### src/rtl/spi_slave_pkg.sv
// rtl/spi_slave_pkg.sv - shared SPI mode constants and slave FSM state type
package spi_slave_pkg;

    localparam bit CPOL      = 1'b0;
    localparam bit CPHA      = 1'b0;
    localparam bit MSB_FIRST = 1'b1;

    typedef enum logic {
        IDLE   = 1'b0,
        ACTIVE = 1'b1
    } state_e;

endpackage

### src/rtl/spi_sync.sv
// rtl/spi_sync.sv - N-flop input synchronizer with parameterised reset value
module spi_sync #(
    parameter int   N       = 2,
    parameter logic RST_VAL = 1'b0
) (
    input  logic clk,
    input  logic rst_n,
    input  logic d_i,
    output logic q_o
);

    logic [N-1:0] sync_q;

    always_ff @(posedge clk or negedge rst_n) begin
        if (!rst_n) begin
            sync_q <= {N{RST_VAL}};
        end else begin
            sync_q <= {sync_q[N-2:0], d_i};
        end
    end

    assign q_o = sync_q[N-1];

endmodule

### src/rtl/spi_slave.sv
// rtl/spi_slave.sv - SPI mode-0 MSB-first byte slave oversampled in the clk domain
module spi_slave
    import spi_slave_pkg::*;
#(
    parameter int                DATA_W      = 8,
    parameter int                SYNC_STAGES = 2,
    parameter logic [DATA_W-1:0] IDLE_TX     = '0
) (
    input  logic              clk,
    input  logic              rst_n,
    input  logic              sclk,
    input  logic              ss_n,
    input  logic              mosi,
    output logic              miso,
    output logic              miso_oe,
    input  logic [DATA_W-1:0] tx_data,
    input  logic              tx_load,
    output logic              tx_ready,
    output logic [DATA_W-1:0] rx_data,
    output logic              rx_valid,
    output logic              tx_underrun,
    output logic              frame_abort
);

    localparam int CNT_W = $clog2(DATA_W);
    localparam int RST_W = $clog2(SYNC_STAGES + 1);

    logic sclk_s, ss_n_s, mosi_s;
    logic sclk_prev_q, ss_n_prev_q;
    logic armed_q;
    logic [RST_W-1:0] rst_cnt_q;
    logic sclk_rise, sclk_fall, ss_fall, ss_rise;

    state_e            state_q, state_d;
    logic [CNT_W-1:0]  bit_cnt_q, bit_cnt_d;
    logic [DATA_W-1:0] hold_q, hold_d;
    logic              tx_ready_q, tx_ready_d;
    logic [DATA_W-2:0] tx_shift_q, tx_shift_d;
    logic [DATA_W-2:0] rx_shift_q, rx_shift_d;
    logic [DATA_W-1:0] rx_data_q, rx_data_d;
    logic              miso_q, miso_d, miso_oe_q, miso_oe_d;
    logic              rx_valid_q, rx_valid_d;
    logic              tx_underrun_q, tx_underrun_d;
    logic              frame_abort_q, frame_abort_d;
    logic              reload;
    logic [DATA_W-1:0] rx_byte;

    spi_sync #(.N(SYNC_STAGES), .RST_VAL(1'b0)) u_sync_sclk (
        .clk(clk), .rst_n(rst_n), .d_i(sclk), .q_o(sclk_s));
    spi_sync #(.N(SYNC_STAGES), .RST_VAL(1'b1)) u_sync_ss_n (
        .clk(clk), .rst_n(rst_n), .d_i(ss_n), .q_o(ss_n_s));
    spi_sync #(.N(SYNC_STAGES), .RST_VAL(1'b0)) u_sync_mosi (
        .clk(clk), .rst_n(rst_n), .d_i(mosi), .q_o(mosi_s));

    // A frame may only start once the synchronizer carries real input and ss_n has been seen high
    always_ff @(posedge clk or negedge rst_n) begin
        if (!rst_n) begin
            sclk_prev_q <= 1'b0;
            ss_n_prev_q <= 1'b1;
            rst_cnt_q   <= '0;
            armed_q     <= 1'b0;
        end else begin
            sclk_prev_q <= sclk_s;
            ss_n_prev_q <= ss_n_s;
            if (rst_cnt_q != RST_W'(SYNC_STAGES)) begin
                rst_cnt_q <= rst_cnt_q + RST_W'(1);
            end
            if (rst_cnt_q == RST_W'(SYNC_STAGES) && ss_n_s) begin
                armed_q <= 1'b1;
            end
        end
    end

    assign sclk_rise = sclk_s & ~sclk_prev_q;
    assign sclk_fall = ~sclk_s & sclk_prev_q;
    assign ss_fall   = armed_q & ss_n_prev_q & ~ss_n_s;
    assign ss_rise   = ss_n_s & ~ss_n_prev_q;
    assign rx_byte   = {rx_shift_q, mosi_s};

    always_comb begin
        state_d       = state_q;
        bit_cnt_d     = bit_cnt_q;
        hold_d        = hold_q;
        tx_ready_d    = tx_ready_q;
        tx_shift_d    = tx_shift_q;
        rx_shift_d    = rx_shift_q;
        rx_data_d     = rx_data_q;
        miso_d        = miso_q;
        miso_oe_d     = miso_oe_q;
        rx_valid_d    = 1'b0;
        tx_underrun_d = 1'b0;
        frame_abort_d = 1'b0;
        reload        = 1'b0;

        unique case (state_q)
            IDLE: begin
                if (ss_fall) begin
                    state_d   = ACTIVE;
                    miso_oe_d = 1'b1;
                    bit_cnt_d = '0;
                    reload    = 1'b1;
                end
            end
            ACTIVE: begin
                if (ss_rise) begin
                    state_d   = IDLE;
                    miso_oe_d = 1'b0;
                    miso_d    = 1'b0;
                    if (bit_cnt_q != '0) begin
                        frame_abort_d = 1'b1;
                    end
                end else if (sclk_rise) begin
                    rx_shift_d = rx_byte[DATA_W-2:0];
                    if (bit_cnt_q == CNT_W'(DATA_W - 1)) begin
                        bit_cnt_d  = '0;
                        rx_data_d  = rx_byte;
                        rx_valid_d = 1'b1;
                    end else begin
                        bit_cnt_d = bit_cnt_q + CNT_W'(1);
                    end
                end else if (sclk_fall) begin
                    if (bit_cnt_q == '0) begin
                        reload = 1'b1;
                    end else begin
                        miso_d     = tx_shift_q[DATA_W-2];
                        tx_shift_d = {tx_shift_q[DATA_W-3:0], 1'b0};
                    end
                end
            end
            default: state_d = IDLE;
        endcase

        // miso_q holds the byte MSB; tx_shift_q holds the bits still to follow
        if (reload) begin
            if (!tx_ready_q) begin
                {miso_d, tx_shift_d} = hold_q;
                tx_ready_d           = 1'b1;
            end else begin
                {miso_d, tx_shift_d} = IDLE_TX;
                tx_underrun_d        = 1'b1;
            end
        end

        if (tx_load && tx_ready_q) begin
            hold_d     = tx_data;
            tx_ready_d = 1'b0;
        end
    end

    always_ff @(posedge clk or negedge rst_n) begin
        if (!rst_n) begin
            state_q       <= IDLE;
            bit_cnt_q     <= '0;
            hold_q        <= '0;
            tx_ready_q    <= 1'b1;
            tx_shift_q    <= '0;
            rx_shift_q    <= '0;
            rx_data_q     <= '0;
            miso_q        <= 1'b0;
            miso_oe_q     <= 1'b0;
            rx_valid_q    <= 1'b0;
            tx_underrun_q <= 1'b0;
            frame_abort_q <= 1'b0;
        end else begin
            state_q       <= state_d;
            bit_cnt_q     <= bit_cnt_d;
            hold_q        <= hold_d;
            tx_ready_q    <= tx_ready_d;
            tx_shift_q    <= tx_shift_d;
            rx_shift_q    <= rx_shift_d;
            rx_data_q     <= rx_data_d;
            miso_q        <= miso_d;
            miso_oe_q     <= miso_oe_d;
            rx_valid_q    <= rx_valid_d;
            tx_underrun_q <= tx_underrun_d;
            frame_abort_q <= frame_abort_d;
        end
    end

    assign miso        = miso_q;
    assign miso_oe     = miso_oe_q;
    assign tx_ready    = tx_ready_q;
    assign rx_data     = rx_data_q;
    assign rx_valid    = rx_valid_q;
    assign tx_underrun = tx_underrun_q;
    assign frame_abort = frame_abort_q;

endmodule

### config.mk
export PLATFORM = sky130hd
export DESIGN_NAME = spi_slave
export DESIGN_NICKNAME = d
export VERILOG_FILES = /design/src/rtl/spi_slave_pkg.sv /design/src/rtl/spi_sync.sv /design/src/rtl/spi_slave.sv
export SDC_FILE = /design/constraint.sdc
export NUM_CORES = 1
export LEC_CHECK = 0
export CAP_MARGIN = 20
export CORE_MARGIN = 1
export CORE_UTILIZATION = 48
export CTS_CLUSTER_DIAMETER = 150
export DETAILED_ROUTE_END_ITERATION = 16
export GPL_TIMING_DRIVEN = 0
export HOLD_SLACK_MARGIN = 0.1
export PLACE_DENSITY_LB_ADDON = 0.15
export SETUP_SLACK_MARGIN = 0.2
export SLEW_MARGIN = 5
export SYNTH_ARGS = -nofsm -noshare
export SYNTH_HDL_FRONTEND = slang
export SYNTH_HIERARCHICAL = 1
export SYNTH_SLANG_ARGS = --single-unit
### constraint.sdc
create_clock -name clk -period 1.68 [get_ports clk]
set_input_delay 0.336 -clock clk [delete_from_list [all_inputs] [get_ports clk]]
set_output_delay 0.336 -clock clk [all_outputs]
set_load 0.01 [all_outputs]
Yosys cells after proc, flatten, opt, wreduce, memory -nomap -nowiden --
Cells that the tools add are included.
Word-level totals: output and inout bits 14, memories 0, bits in read-only memories 0, input port bits 14, latch bits 0, memory bits (writable) 0, word-level logic and storage cells 99, register bits after elaboration 51
Cells by class: divide/modulo/power cells 0, bitwise gates (word level) 11, $mul 0, reduce and logical (&&, ||, !) cells 14, mux-type cells 41, shift-type cells 0, equality and inequality tests 12, add/sub/neg operators 2, order comparisons 0
Operator list (number):
- $mux 7 | 7
- $mux 1 | 26
- $mux 3 | 4
- $ne 2x2->1 const B | 6
- $reduce_and 4->1 | 2
- $not 1->1 | 6
- $pmux 1 s2 | 3
- $pmux 3 s2 | 1
- $reduce_and 3->1 | 2
- $reduce_bool 2->1 | 3
- $reduce_bool 3->1 | 2
- $and 1x1->1 | 5
- $reduce_and 5->1 | 1
- $ne 2x1->1 const B | 2
- $add 3x1->3 const B | 1
- $eq 3x3->1 const B | 1
- $logic_not 3->1 | 1
- $ne 3x1->1 const B | 1
- $ne 3x3->1 const B | 1
- $add 2x1->2 const B | 1
- $eq 2x2->1 const B | 1
- $logic_and 1x1->1 | 2
- $reduce_and 2->1 | 1

Longest topological paths before layout --
Gate-level depths: netlist of run 1.
depth in word-level cells 8, gate-level depth with buffers 7, gate-level depth less buffers 6

Cells and area by module --
The synthesis of run 1 kept the hierarchy.
By module, submodules not included:
- spi_slave | area each 1913.1 um^2, sequential area each 1128.6 um^2, cells each 165, times used 1
- spi_sync (u_sync_mosi ...) | area each 50.0 um^2, sequential area each 50.0 um^2, cells each 2, times used 2
- spi_sync (u_sync_ss_n) | area each 52.6 um^2, sequential area each 52.6 um^2, cells each 2, times used 1

Worst setup path after synthesis of run 1 --
No wires, ideal clock.
path type register to register, from register bit_cnt_q[0], to register miso_q (netlist: miso), cell stages (with the launch flop) 8, clock period less this slack 1.710 ns, setup time 0.126 ns, data required time 1.554 ns, arrival time 1.584 ns, setup slack -0.030 ns, buffers on the path 1, cells stage by stage dfrtp_1 > inv_1 > ha_1 > nand4bb_1 > o31a_1 > buf_2 > o211a_1 > o32a_1
On the way: word-level cells in the longest chain between the ends 8, elaborated cells between the ends (all ways) 12, those cells by class eq/ne (2); mux (6); reduce/logical (4)
Ends and longest elaborated chain:
- start, declared | line spi_slave.sv:35 | logic [CNT_W-1:0] bit_cnt_q, bit_cnt_d;
- start signal, assigned | line spi_slave.sv:166 | bit_cnt_q <= bit_cnt_d;
- $logic_not 3->1 (*) | line spi_slave.sv:122 | if (bit_cnt_q == '0) begin
- $mux 1 | line spi_slave.sv:122
- $mux 1 | line spi_slave.sv:121 | end else if (sclk_fall) begin
- $mux 1 | line spi_slave.sv:112 | end else if (sclk_rise) begin
- $mux 1 | line spi_slave.sv:105 | if (ss_rise) begin
- $pmux 1 s2 | line spi_slave.sv:95 | unique case (state_q)
- $ne 3x3->1 (no source line) (tied with other cells)
- $reduce_and 4->1 (no source line)
- end signal, assigned | line spi_slave.sv:172 | miso_q <= miso_d;
- end, declared | line spi_slave.sv:41 | logic miso_q, miso_d, miso_oe_q, miso_oe_d;
Every way passes the cells marked *; elsewhere a longest branch is shown, timed or not. A chain may end at the register's enable or synchronous reset.

Worst setup path after layout of run 1 --
from register ss_n_prev_q, to register rx_shift_q[0]
On the way: word-level cells in the longest chain between the ends 4
Ends and longest elaborated chain:
- start, declared | line spi_slave.sv:29 | logic sclk_prev_q, ss_n_prev_q;
- start signal, assigned | line spi_slave.sv:64 | ss_n_prev_q <= ss_n_s;
- $not 1->1 | line spi_slave.sv:77 | assign ss_rise = ss_n_s & ~ss_n_prev_q;
- $and 1x1->1 | line spi_slave.sv:77
- $not 1->1 (no source line)
- $reduce_and 3->1 (no source line)
- end signal, assigned | line spi_slave.sv:170 | rx_shift_q <= rx_shift_d;
- end, declared | line spi_slave.sv:39 | logic [DATA_W-2:0] rx_shift_q, rx_shift_d;
Every way passes these cells.

==> parameters.txt, run 1 <==
Parameter                              Value

Finish
  Post-route core utilization ... 73.0%
  Signed area change from the synthesized netlist to the final layout ... 43.5%
  Non-filler instance count after layout ... 286
  Number of nets in the finished design ... 253
  Fraction of final layout cells with drive strength greater than 1 ... 34.7%
  Total inserted antenna cells ... 0

Floorplan
  Number of rows in the core area ... 23
  Initial cell density of the core ... 50.9%
  Floorplan Core Area ... 0.00406 mm2
  Die boundary height ... 67.6 um
  Area enclosed by the die boundary ... 0.00457 mm2
  I/O pin count ... 28
  Die W ... 67.6 um

Power
  Maximum vdd ir drop ... 0.000865 V
  Leakage power total ... 0.00145 uW
  Pwr dens ... 1170 mW/mm2

Yosys
  Largest area contributor in the synthesized netlist ... sky130_fd_sc_hd__dfrtp_1
  Area fraction in compound gates after synthesis ... 8.30%
  Async set-or-reset flop fraction in the synthesized netlist ... 100%
  Avg Inst Size Synth ... 12.1 um2
  Most numerous cell in the Yosys netlist ... sky130_fd_sc_hd__dfrtp_1
  Top-area cell type share of the netlist area ... 56.9%
  Syn Nets ... 189
  Area contributors post-synth ... sky130_fd_sc_hd__dfrtp_1 (57%), sky130_fd_sc_hd__mux2_2 (8.7%), sky130_fd_sc_hd__nand2_1 (6.4%)
  Area of the mapped netlist ... 0.00207 mm2
  Most used DFF post-synth ... sky130_fd_sc_hd__dfrtp_1
  Sequential cell area fraction in the yosys report ... 62.0%
  Post-synth EDFFs ... 0
  Post-Synth Adder-Cell Area ... 2.42%
  Register bit count reported by yosys ... 51
  XOR/XNOR Fraction of Synth Area ... 0.424%
  Netlist cell types ... 35
  Total number of yosys warnings ... 6
  Most frequent cells after synthesis ... sky130_fd_sc_hd__dfrtp_1 (47), sky130_fd_sc_hd__nand2_1 (35), sky130_fd_sc_hd__mux2_2 (16)
  Share of synthesized area spent on multiplexers ... 8.72%
  Simple logic cell fraction of the synthesized area ... 15.7%
  Dominant combinational cell family by area after synthesis ... simple AND/OR/NAND/NOR gates
  Number of instances in the synthesized netlist ... 171

Outcome
  Failing checks ... negative setup slack
  Outcome ... complete, but fails checks

Min path
  Number of stages on the worst hold path ... 0
  Startpoint of the lowest-slack hold path ... u_sync_ss_n/sync_q[0]
  Endpoint of the worst hold-timing path ... u_sync_ss_n/sync_q[1]
  Hold WC Path Type ... register to register

Clock tree
  Max clock buf depth ... 2
  Total clock sinks ... 51
  Maximum level of the CTS H-tree ... 2
  Clock tree from TritonCTS ... done
  Clock transition at the registers of the reported paths ... 0.08 ns
  Insertion delay to the later sink of the worst-skew pair ... 0.29 ns
  Total CTS buffers ... 5
  Root Driver ... sky130_fd_sc_hd__clkbuf_8

Drt
  Routed WL ... 4.15 mm
  Count of unresolved DRC violations after routing ... 0
  Drt first pass iters ... 4
  Wire length per cell after detailed routing ... 14.5 um
  Total vias in the final route ... 1471
  Remaining antenna violation count after routing ... 0
  Drt first-iter violations ... 59
  Via-to-Cell Ratio ... 5.14

Setup path
  Worst R2R Start ... ss_n_prev_q
  Crit path DAT ... 1.88 ns
  Setup crit end kind ... register
  Largest delay contributor family on the critical path ... flip-flops
  Setup crit start kind ... register
  Master of the slowest instance on the critical path ... sky130_fd_sc_hd__dfstp_2
  R2r endpoint ... rx_shift_q[0]
  R2r worst-path depth ... 6
  Number of buffer and inverter instances along the worst setup path ... 2
  CP Class ... register to register
  Stage delay of the slowest cell on the critical path ... 0.63 ns
  Critical path cell sequence ... buf_4 > nand2b_1 > nand4b_1 > buf_4 > nand2_1 > nand2_1
  Crit path max fanout ... 6
  Worst reg-to-reg setup slack ... -0.01 ns
  WP data required ... 1.87 ns

Global routing
  Wire length of the first global-routing pass ... 6.53 mm
  Via count of the first global-routing pass ... 1418
  Maximum number of pins on one net before global-route repair ... 28
  Sum of overflow across all layers after global routing ... 0
  Number of antenna violations at the first check in global routing ... 0
  Overall global routing resource usage ... 19.9%

STA
  Number of pins exceeding their max-slew limit in the final report ... 0
  Slew margin rel. ... 57.9%
  Aggregate negative setup slack ... -0.0207 ns
  Largest clock skew in the final design ... 0.00747 ns
  Final setup violation count ... 3
  Fmax achieved ... 0.592 GHz
  Tightest Pin Transition ... 0.631 ns
  Least setup slack across all paths after layout ... -0.00999 ns
  RSZ-0062 raised after global routing ... true
  Hold Violations, Final ... 0
  Share of the cycle needed by the critical path after routing ... 101%
  Final worst path period need ... 1.69 ns

Placed design
  Placer Congestion ... 0.834
  Input/output buffers ... 27
  Worst setup slack after placement ... -0.102 ns
  Placed Instances ... 249
  HPWL after detailed placement ... 2.30 mm

Job
  Max capacitance violation total ... 0
cells by family (layout without fill, tap and decap cells):
group                    Yosys count  in the layout
buffers and inverters             12             76
AND/OR/NAND/NOR                   63             64
adder cells (fa/ha/maj)            4              4
AO/OA/AOI/OAI                     24             24
flip-flops                        51             51
XOR/XNOR                           1              1
multiplexers                      16             16
layout by cell type (no fill, tap or decap), types with 6 or more instances in the layout:
cell	n
sky130_fd_sc_hd__clkdlybuf4s50_1	12
sky130_fd_sc_hd__dfrtp_1	47
sky130_fd_sc_hd__mux2_2	15
sky130_fd_sc_hd__nand2_1	31
sky130_fd_sc_hd__a31oi_1	7
sky130_fd_sc_hd__clkbuf_8	6
sky130_fd_sc_hd__buf_4	21
sky130_fd_sc_hd__nor2_1	6
sky130_fd_sc_hd__buf_6	6
sky130_fd_sc_hd__dlygate4sd2_1	14
sky130_fd_sc_hd__nand3b_1	6
per-layer routing:
layer,vias to the layer above,track usage (%),part of all wire [%]
met1,710,25.1,44
li1,721,-,-
met4,0,5.59,0.48
met5,-,0,0
met3,2,6.08,3.2
met2,38,32.7,52
what timing repair did:
action	4_1_cts	5_1_grt
gates cloned	1	1
hold buffers	1	0
gates resized for setup	35	14
buffers inserted	20	6
pin swaps	13	6
hold endpoints to repair	26	0
endpoints found under the setup margin	50	28
report_power, final:
part | internal (uW) | leakage, uW | switching (uW)
Clock | 482 | 0.0000612 | 364
Sequential | 1520 | 0.000626 | 163
Combinational | 510 | 0.000767 | 421
registers in the layout, indices dropped and copies added (netlist names), 2 cells and up:
register and flops:
u_sync_ss_n/sync_q 2, hold_q 8, bit_cnt_q 3, u_sync_sclk/sync_q 2, u_sync_mosi/sync_q 2, tx_shift_q 7
rst_cnt_q 2, rx_shift_q 7, rx_data 8
through the flow:
stage	instance area, um2	hold WS (ns)	power (uW)
finish	2960	0.358	3460
global route	2960	0.368	3680
CTS	2840	0.360	3360
detailed placement	2440	0.347	2380
global placement	2420	0.333	2340
floorplan	2090	0.0404	2140
how the worst max path moves through the flow:
| stage | start | to | slack (ns) | cells after the start |
|---|---|---|---|---|
| floorplan | bit_cnt_q[0] | miso | 0.009 | 7 |
| global placement | rst_n | hold_q[0] | -1.03 | 1 |
| detailed placement | bit_cnt_q[0] | tx_shift_q[1] | -0.10 | 6 |
| CTS | bit_cnt_q[0] | miso | 0.03 | 7 |
| global route | ss_n_prev_q | rx_shift_q[2] | -0.06 | 6 |
| finish | ss_n_prev_q | rx_shift_q[0] | -0.01 | 6 |
layout make-up:
class / instances / area, um2
multi-input combinational: 109 / 877
buffer: 5 / 50.0
sequential: 51 / 1280
inverter: 7 / 30.0
timing repair buffer: 56 / 546
tap: 50 / 62.6
clock buffer: 6 / 82.6
fill: 252 / 1090
clock inverter: 2 / 35.0
worst reg2reg max path, delay by kind of cell, from the launching register on:
kind                   cells  cell delay, ns
DFF                        1            0.63
buffers and inverters      2            0.42
and+or+nand+nor            4            0.55
Note: power is estimated with default switching activity, not from simulation.
==> run 2: changes to the inputs <==
--- a/config.mk
+++ b/config.mk
@@ -9,6 +9,7 @@
 export CORE_MARGIN = 1
 export CORE_UTILIZATION = 48
 export CTS_CLUSTER_DIAMETER = 150
+export CTS_CLUSTER_SIZE = 28
 export DETAILED_ROUTE_END_ITERATION = 16
 export GPL_TIMING_DRIVEN = 0
 export HOLD_SLACK_MARGIN = 0.1
==> results of run 2 <==
Same layout as run 1: the final DEF is identical, and so are final timing and power.
==> edit 1: new RTL, config.mk and constraints of run 2 <==
Take the reset off `hold_q`, `tx_shift_q`, `rx_shift_q` and `rx_data_q` and load them in a clocked block of their own.
--- a/src/rtl/spi_slave.sv
+++ b/src/rtl/spi_slave.sv
@@ -152,9 +152,5 @@
             state_q       <= IDLE;
             bit_cnt_q     <= '0;
-            hold_q        <= '0;
             tx_ready_q    <= 1'b1;
-            tx_shift_q    <= '0;
-            rx_shift_q    <= '0;
-            rx_data_q     <= '0;
             miso_q        <= 1'b0;
             miso_oe_q     <= 1'b0;
@@ -165,9 +161,5 @@
             state_q       <= state_d;
             bit_cnt_q     <= bit_cnt_d;
-            hold_q        <= hold_d;
             tx_ready_q    <= tx_ready_d;
-            tx_shift_q    <= tx_shift_d;
-            rx_shift_q    <= rx_shift_d;
-            rx_data_q     <= rx_data_d;
             miso_q        <= miso_d;
             miso_oe_q     <= miso_oe_d;
@@ -176,4 +168,11 @@
             frame_abort_q <= frame_abort_d;
         end
+    end
+
+    always_ff @(posedge clk) begin
+        hold_q     <= hold_d;
+        tx_shift_q <= tx_shift_d;
+        rx_shift_q <= rx_shift_d;
+        rx_data_q  <= rx_data_d;
     end
 
Function: same outputs for any inputs over 10 cycles, from zero or initial values and one cycle with rst_n low; that may be too few to reach the edited logic, so the function may still have changed.
==> edit 1 against run 2 <==
  * The run still ends with negative setup slack left
  * Clock skew is essentially flat
  * Via count shrank 20%
  * Cell area shrank 7.1%
  * Power shrank 15%
  * Final cell count shrank 20%
  * Sequential cell count is the same
  * Worst setup slack lost 0.029 ns
  * Routed wire length shrank 17%
  * Synthesized area shrank 8.1%
  * First-iteration DRC count shrank 12%
  * Worst hold slack lost 0.11 ns
  * Sequential power shrank 10%
  * Sequential share of layout area grew 8.8 points
  * Critical path type unchanged
  * Critical endpoint is now tx_shift_q[6]
==> edit 1: results (changes against run 2) <==
| Metric | Value |
|---|---|
| Tightest Hold Check Type | input port to asynchronous set/reset pin (was flop to flop) |
| Slowest stage cell, crit path | dfrtp_1 (was dfstp_2) |
| Global-route wire length before repair | 5.44 mm (was 6.53 mm) |
| Met3 WL | 155 um (was 134 um) |
| Routability Congestion | 0.827 (was 0.834) |
| Largest cells by area after synthesis | edfxtp_1, dfrtp_1, dfstp_2 (was dfrtp_1, mux2_2, nand2_1) |
| Placed Area | 2280 um^2 (was 2440 um^2) |
| Worst Reg-to-Reg Cells | 7 (was 6) |
| Worst reg2reg path startpoint | bit_cnt_q[0] (was ss_n_prev_q) |
| Final setup margin | -0.0389 ns (was -0.00999 ns) |
| Clock transition at path regs | 0.10 ns (was 0.08 ns) |
| Critical-path maximum fanout | 8 (was 6) |
| Max incr delay on CP | 0.40 ns (was 0.63 ns) |
| Reg power frac | 0.511 (was 0.486) |
| Met2 global-route usage | 0.299 (was 0.327) |
| Clk root buf | clkbuf_8 (unchanged) |
| Slew @ Worst Pin | 0.393 ns (was 0.631 ns) |
| Hpwl dp | 1.92 mm (was 2.30 mm) |
| Number of synthesized flops with an enable pin | 30 (was 0) |
| FF-to-FF End | tx_shift_q[6] (was rx_shift_q[0]) |
| Post-Route Skew | 0.00749 ns (was 0.00747 ns) |
| Initial drt markers | 52 (was 59) |
| Sequential power | 1.51 mW (was 1.68 mW) |
| GR Layer Usage met1 | 0.213 (was 0.251) |
| Violated checks | negative setup slack (unchanged) |
| Pleak | 1.12 nW (was 1.45 nW) |
| Startpoint Class | flop (unchanged) |
| CP Data Arrival Time | 1.78 ns (was 1.88 ns) |
| Power Internal | 2.21 mW (was 2.51 mW) |
| CP delay by family, top | simple AND/OR/NAND/NOR gates (was flip-flops) |
| Setup total negative slack | -0.173 ns (was -0.0207 ns) |
| Register area share after synthesis | 0.754 (was 0.620) |
| Metal-1 WL | 1.38 mm (was 1.82 mm) |
| Fin nets | 199 (was 253) |
| Most common library cells after synthesis | edfxtp_1, dfrtp_1, o21ai_0 (was dfrtp_1, nand2_1, mux2_2) |
| Layout cells sized above 1 | 0.407 (was 0.347) |
| Total Wirelength | 3.47 mm (was 4.15 mm) |
| Syn nets | 140 (was 189) |
| Clock Tree Buf Depth | 2 (unchanged) |
| Outcome | finished with violations (unchanged) |
| Met2 WL | 1.86 mm (was 2.17 mm) |
| Vias | 1172 (was 1471) |
| Synth unique cells | 30 (was 35) |
| Main flop type after synthesis | edfxtp_1 (was dfrtp_1) |
| Area of the multi-input gates | 591 um^2 (was 877 um^2) |
| Pre-CTS setup slack | -0.347 ns (was -0.102 ns) |
| # setup viols final | 6 (was 3) |
| Post-synth ARST share | 0.412 (was 1.00) |
| Largest net degree at the start of global routing | 22 (was 28) |
| Clk Latency, worst-skew pair | 0.31 ns (was 0.29 ns) |
| Clock group | 872 uW (was 846 uW) |
| Tot GR Track Use | 0.180 (was 0.199) |
| Reg-to-reg slack, setup | -0.04 ns (was -0.01 ns) |
| VDD IR max | 1.14 mV (was 0.865 mV) |
| Fill cells | 240 (was 252) |
| Met3 track demand over resource | 0.0528 (was 0.0608) |
[edit 1: changes by cell type after synthesis, moves of 6 or more]
cell / change
nand2_1: -30
nor2b_1: +6
dfrtp_1: -30
a31oi_1: -7
mux2_2: -10
edfxtp_1: +30
o21ai_0: +6
[edit 1: metrics by stage]
step                      cells  hold slack, ns
final                       230           0.249
after global routing        230           0.251
after CTS                   222           0.358
after detailed placement    197           0.336
after global placement      197           0.335
after floorplan             122          0.0404
[edit 1: layout make-up]
type,instances,share of cell area
multi-input cells,62,0.215
well taps,48,0.0218
flip-flops and latches,51,0.520
clock inverters,3,0.0168
plain buffers,1,0.00273
clock buffers,5,0.0250
repair buffers,52,0.188
inverters,8,0.0109
[edit 1: logic make-up after synthesis]
| family | share of synthesized area |
|---|---|
| compound gates | 0.0376 |
| fa+ha+maj | 0.0264 |
| xor+xnor | 0.00462 |
| buf+inv | 0.0185 |
| simple gates | 0.123 |
| flops | 0.754 |
| mux | 0.0356 |
[edit 1: what timing repair did]
item                       4_1_cts  5_1_grt
pin swaps                       10        6
setup buffers                   17        7
cloned                           0        0
resized for setup               37       21
setup endpoints to repair       49       44
[edit 1: worst min path at each step]
| stage | startpoint | endpoint | slack (ns) | depth (start not counted) |
|---|---|---|---|---|
| 3_5_place_dp | u_sync_sclk/sync_q[0] | u_sync_sclk/sync_q[1] | 0.34 | 0 |
| 2_1_floorplan | rst_n | armed_q | 0.04 | 0 |
| 5_1_grt | rst_n | u_sync_mosi/sync_q[1] | 0.25 | 1 |
| 4_1_cts | u_sync_sclk/sync_q[0] | u_sync_sclk/sync_q[1] | 0.36 | 0 |
| 3_3_place_gp | u_sync_sclk/sync_q[0] | u_sync_sclk/sync_q[1] | 0.33 | 0 |
| 6_report | rst_n | u_sync_mosi/sync_q[1] | 0.25 | 1 |
==> edit 2: new RTL, settings of run 2 <==
Without the edit above. `RST_VAL`: 1'b1 -> 1'b0.
--- a/src/rtl/spi_slave.sv
+++ b/src/rtl/spi_slave.sv
@@ -48,5 +48,5 @@
     spi_sync #(.N(SYNC_STAGES), .RST_VAL(1'b0)) u_sync_sclk (
         .clk(clk), .rst_n(rst_n), .d_i(sclk), .q_o(sclk_s));
-    spi_sync #(.N(SYNC_STAGES), .RST_VAL(1'b1)) u_sync_ss_n (
+    spi_sync #(.N(SYNC_STAGES), .RST_VAL(1'b0)) u_sync_ss_n (
         .clk(clk), .rst_n(rst_n), .d_i(ss_n), .q_o(ss_n_s));
     spi_sync #(.N(SYNC_STAGES), .RST_VAL(1'b0)) u_sync_mosi (
Function: no difference found for any inputs over 10 cycles, from zero or initial values and one cycle with rst_n low; that may be too few to reach the edited logic, so the function may still have changed.
==> edit 2 against run 2 <==
  * The flow still finishes with violations (negative setup slack)
  * Fmax fell by 4.0%
  * Worst hold slack gained 0.014 ns
  * Clock power fell by 17%
  * Routed wire length increased by 5.0%
  * Synthesized area decreased by 0.12%
  * Via count increased by 4.0%
  * Worst setup slack got worse by 0.070 ns
  * Sequential cell count unchanged
  * Cell area increased by 1.5%
  * Clock skew up 0.0048 ns
  * Power is 2.9% lower
==> edit 2: results (changes against run 2) <==
| Metric | Value |
|---|---|
| Setup total negative slack | -0.238 ns (was -0.0207 ns) |
| Routability Congestion | 0.834 (about the same) |
| Worst Reg-to-Reg Cells | 7 (was 6) |
| CP Data Arrival Time | 1.94 ns (was 1.88 ns) |
| Initial drt markers | 53 (was 59) |
| Critical-path maximum fanout | 3 (was 6) |
| Pleak | 1.48 nW (was 1.45 nW) |
| Largest cells by area after synthesis | dfrtp_1, mux2_2, nand2_1 (unchanged) |
| WHS Endpoint | u_sync_sclk/sync_q[1] (was u_sync_ss_n/sync_q[1]) |
| Fill cells | 249 (was 252) |
| Layout cells sized above 1 | 0.393 (was 0.347) |
| Port Buffers | 27 (unchanged) |
| Max incr delay on CP | 0.41 ns (was 0.63 ns) |
| # setup viols final | 10 (was 3) |
| Pre-CTS setup slack | -0.105 ns (was -0.102 ns) |
| Clock transition at path regs | 0.08 ns (about the same) |
| Register area share after synthesis | 0.620 (about the same) |
| Placed Area | 2440 um^2 (about the same) |
| CP delay by family, top | compound AO/OA/AOI/OAI gates (was flip-flops) |
| Hold path start | u_sync_sclk/sync_q[0] (was u_sync_ss_n/sync_q[0]) |
| Vias in the first global route | 1472 (was 1418) |
| Slowest stage cell, crit path | dfrtp_1 (was dfstp_2) |
| Routed vias/inst | 5.24 (was 5.14) |
| Most common library cells after synthesis | dfrtp_1, nand2_1, mux2_2 (unchanged) |
| Total Wirelength | 4.36 mm (was 4.15 mm) |
| Global-route wire length before repair | 6.91 mm (was 6.53 mm) |
| Tot GR Track Use | 0.211 (was 0.199) |
| Worst hold margin | 0.372 ns (was 0.358 ns) |
| Slew @ Worst Pin | 0.630 ns (was 0.631 ns) |
| Worst reg2reg path startpoint | bit_cnt_q[0] (was ss_n_prev_q) |
| Tightest Hold Check Type | flop to flop (unchanged) |
| Post-Route Skew | 0.0122 ns (was 0.00747 ns) |
| Post-synth ARST share | 1.00 (unchanged) |
| Hpwl dp | 2.34 mm (was 2.30 mm) |
| VDD IR max | 0.698 mV (was 0.865 mV) |
| Violated checks | negative setup slack (unchanged) |
| Final setup margin | -0.0800 ns (was -0.00999 ns) |
| Outcome | finished with violations (unchanged) |
| FF-to-FF End | miso (was rx_shift_q[0]) |
| Fin nets | 259 (was 253) |
| WL/cell | 14.9 um (was 14.5 um) |
| PwrDens | 1120 nW/um^2 (was 1170 nW/um^2) |
==> edit 2: what timing repair did <==
action	in CTS	in global routing
pin swaps	28	14
endpoints found under the hold margin	26	0
setup endpoints to repair	50	29
gates resized for setup	53	18
cloned	2	1
hold buffers	1	0
setup buffers	19	12
==> edit 2: kinds of logic (layout without fill, tap and decap cells) <==
family	after synthesis	count (layout)	synth area share
flip-flops	51	51	0.620
XOR/XNOR	1	1	0.00425
AND/OR/NAND/NOR	63	64	0.158
AO/OA/AOI/OAI	24	24	0.0831
buffers and inverters	12	82	0.0237
multiplexers	16	16	0.0873
adder cells (fa/ha/maj)	4	4	0.0243
==> edit 2: worst max-delay path by stage <==
stage,cells past startpoint,from,end,slack [ns]
after global routing,7,bit_cnt_q[0],miso,-0.12
after floorplan,7,bit_cnt_q[0],miso,0.009
after global placement,1,rst_n,hold_q[0],-1.04
after detailed placement,6,bit_cnt_q[0],tx_shift_q[1],-0.11
after CTS,7,bit_cnt_q[1],miso,-0.008
final,7,bit_cnt_q[0],miso,-0.08
==> edit 2: final cells by class <==
cell class	count	share of cell area
Clock inverter	1	0.00166
Sequential cell	51	0.425
Tap cell	50	0.0208
Multi-Input combinational cell	109	0.305
Inverter	7	0.00998
Clock buffer	7	0.0287
Timing Repair Buffer	62	0.191
Buffer	5	0.0179
==> edit 2: metal layers <==
metal  GRT usage  vias to the layer above  wire [um]
li1            -                      727          -
met1       0.250                      754       1790
met2       0.364                       40       2330
met3      0.0422                        9        138
met4      0.0984                        0         94
met5           0                        -          0
==> edit 2: power by group <==
group          leakage, nW  switching, mW  internal (mW)
Clock               0.0482          0.370          0.333
Sequential           0.628          0.180           1.52
Combinational        0.803          0.423          0.538
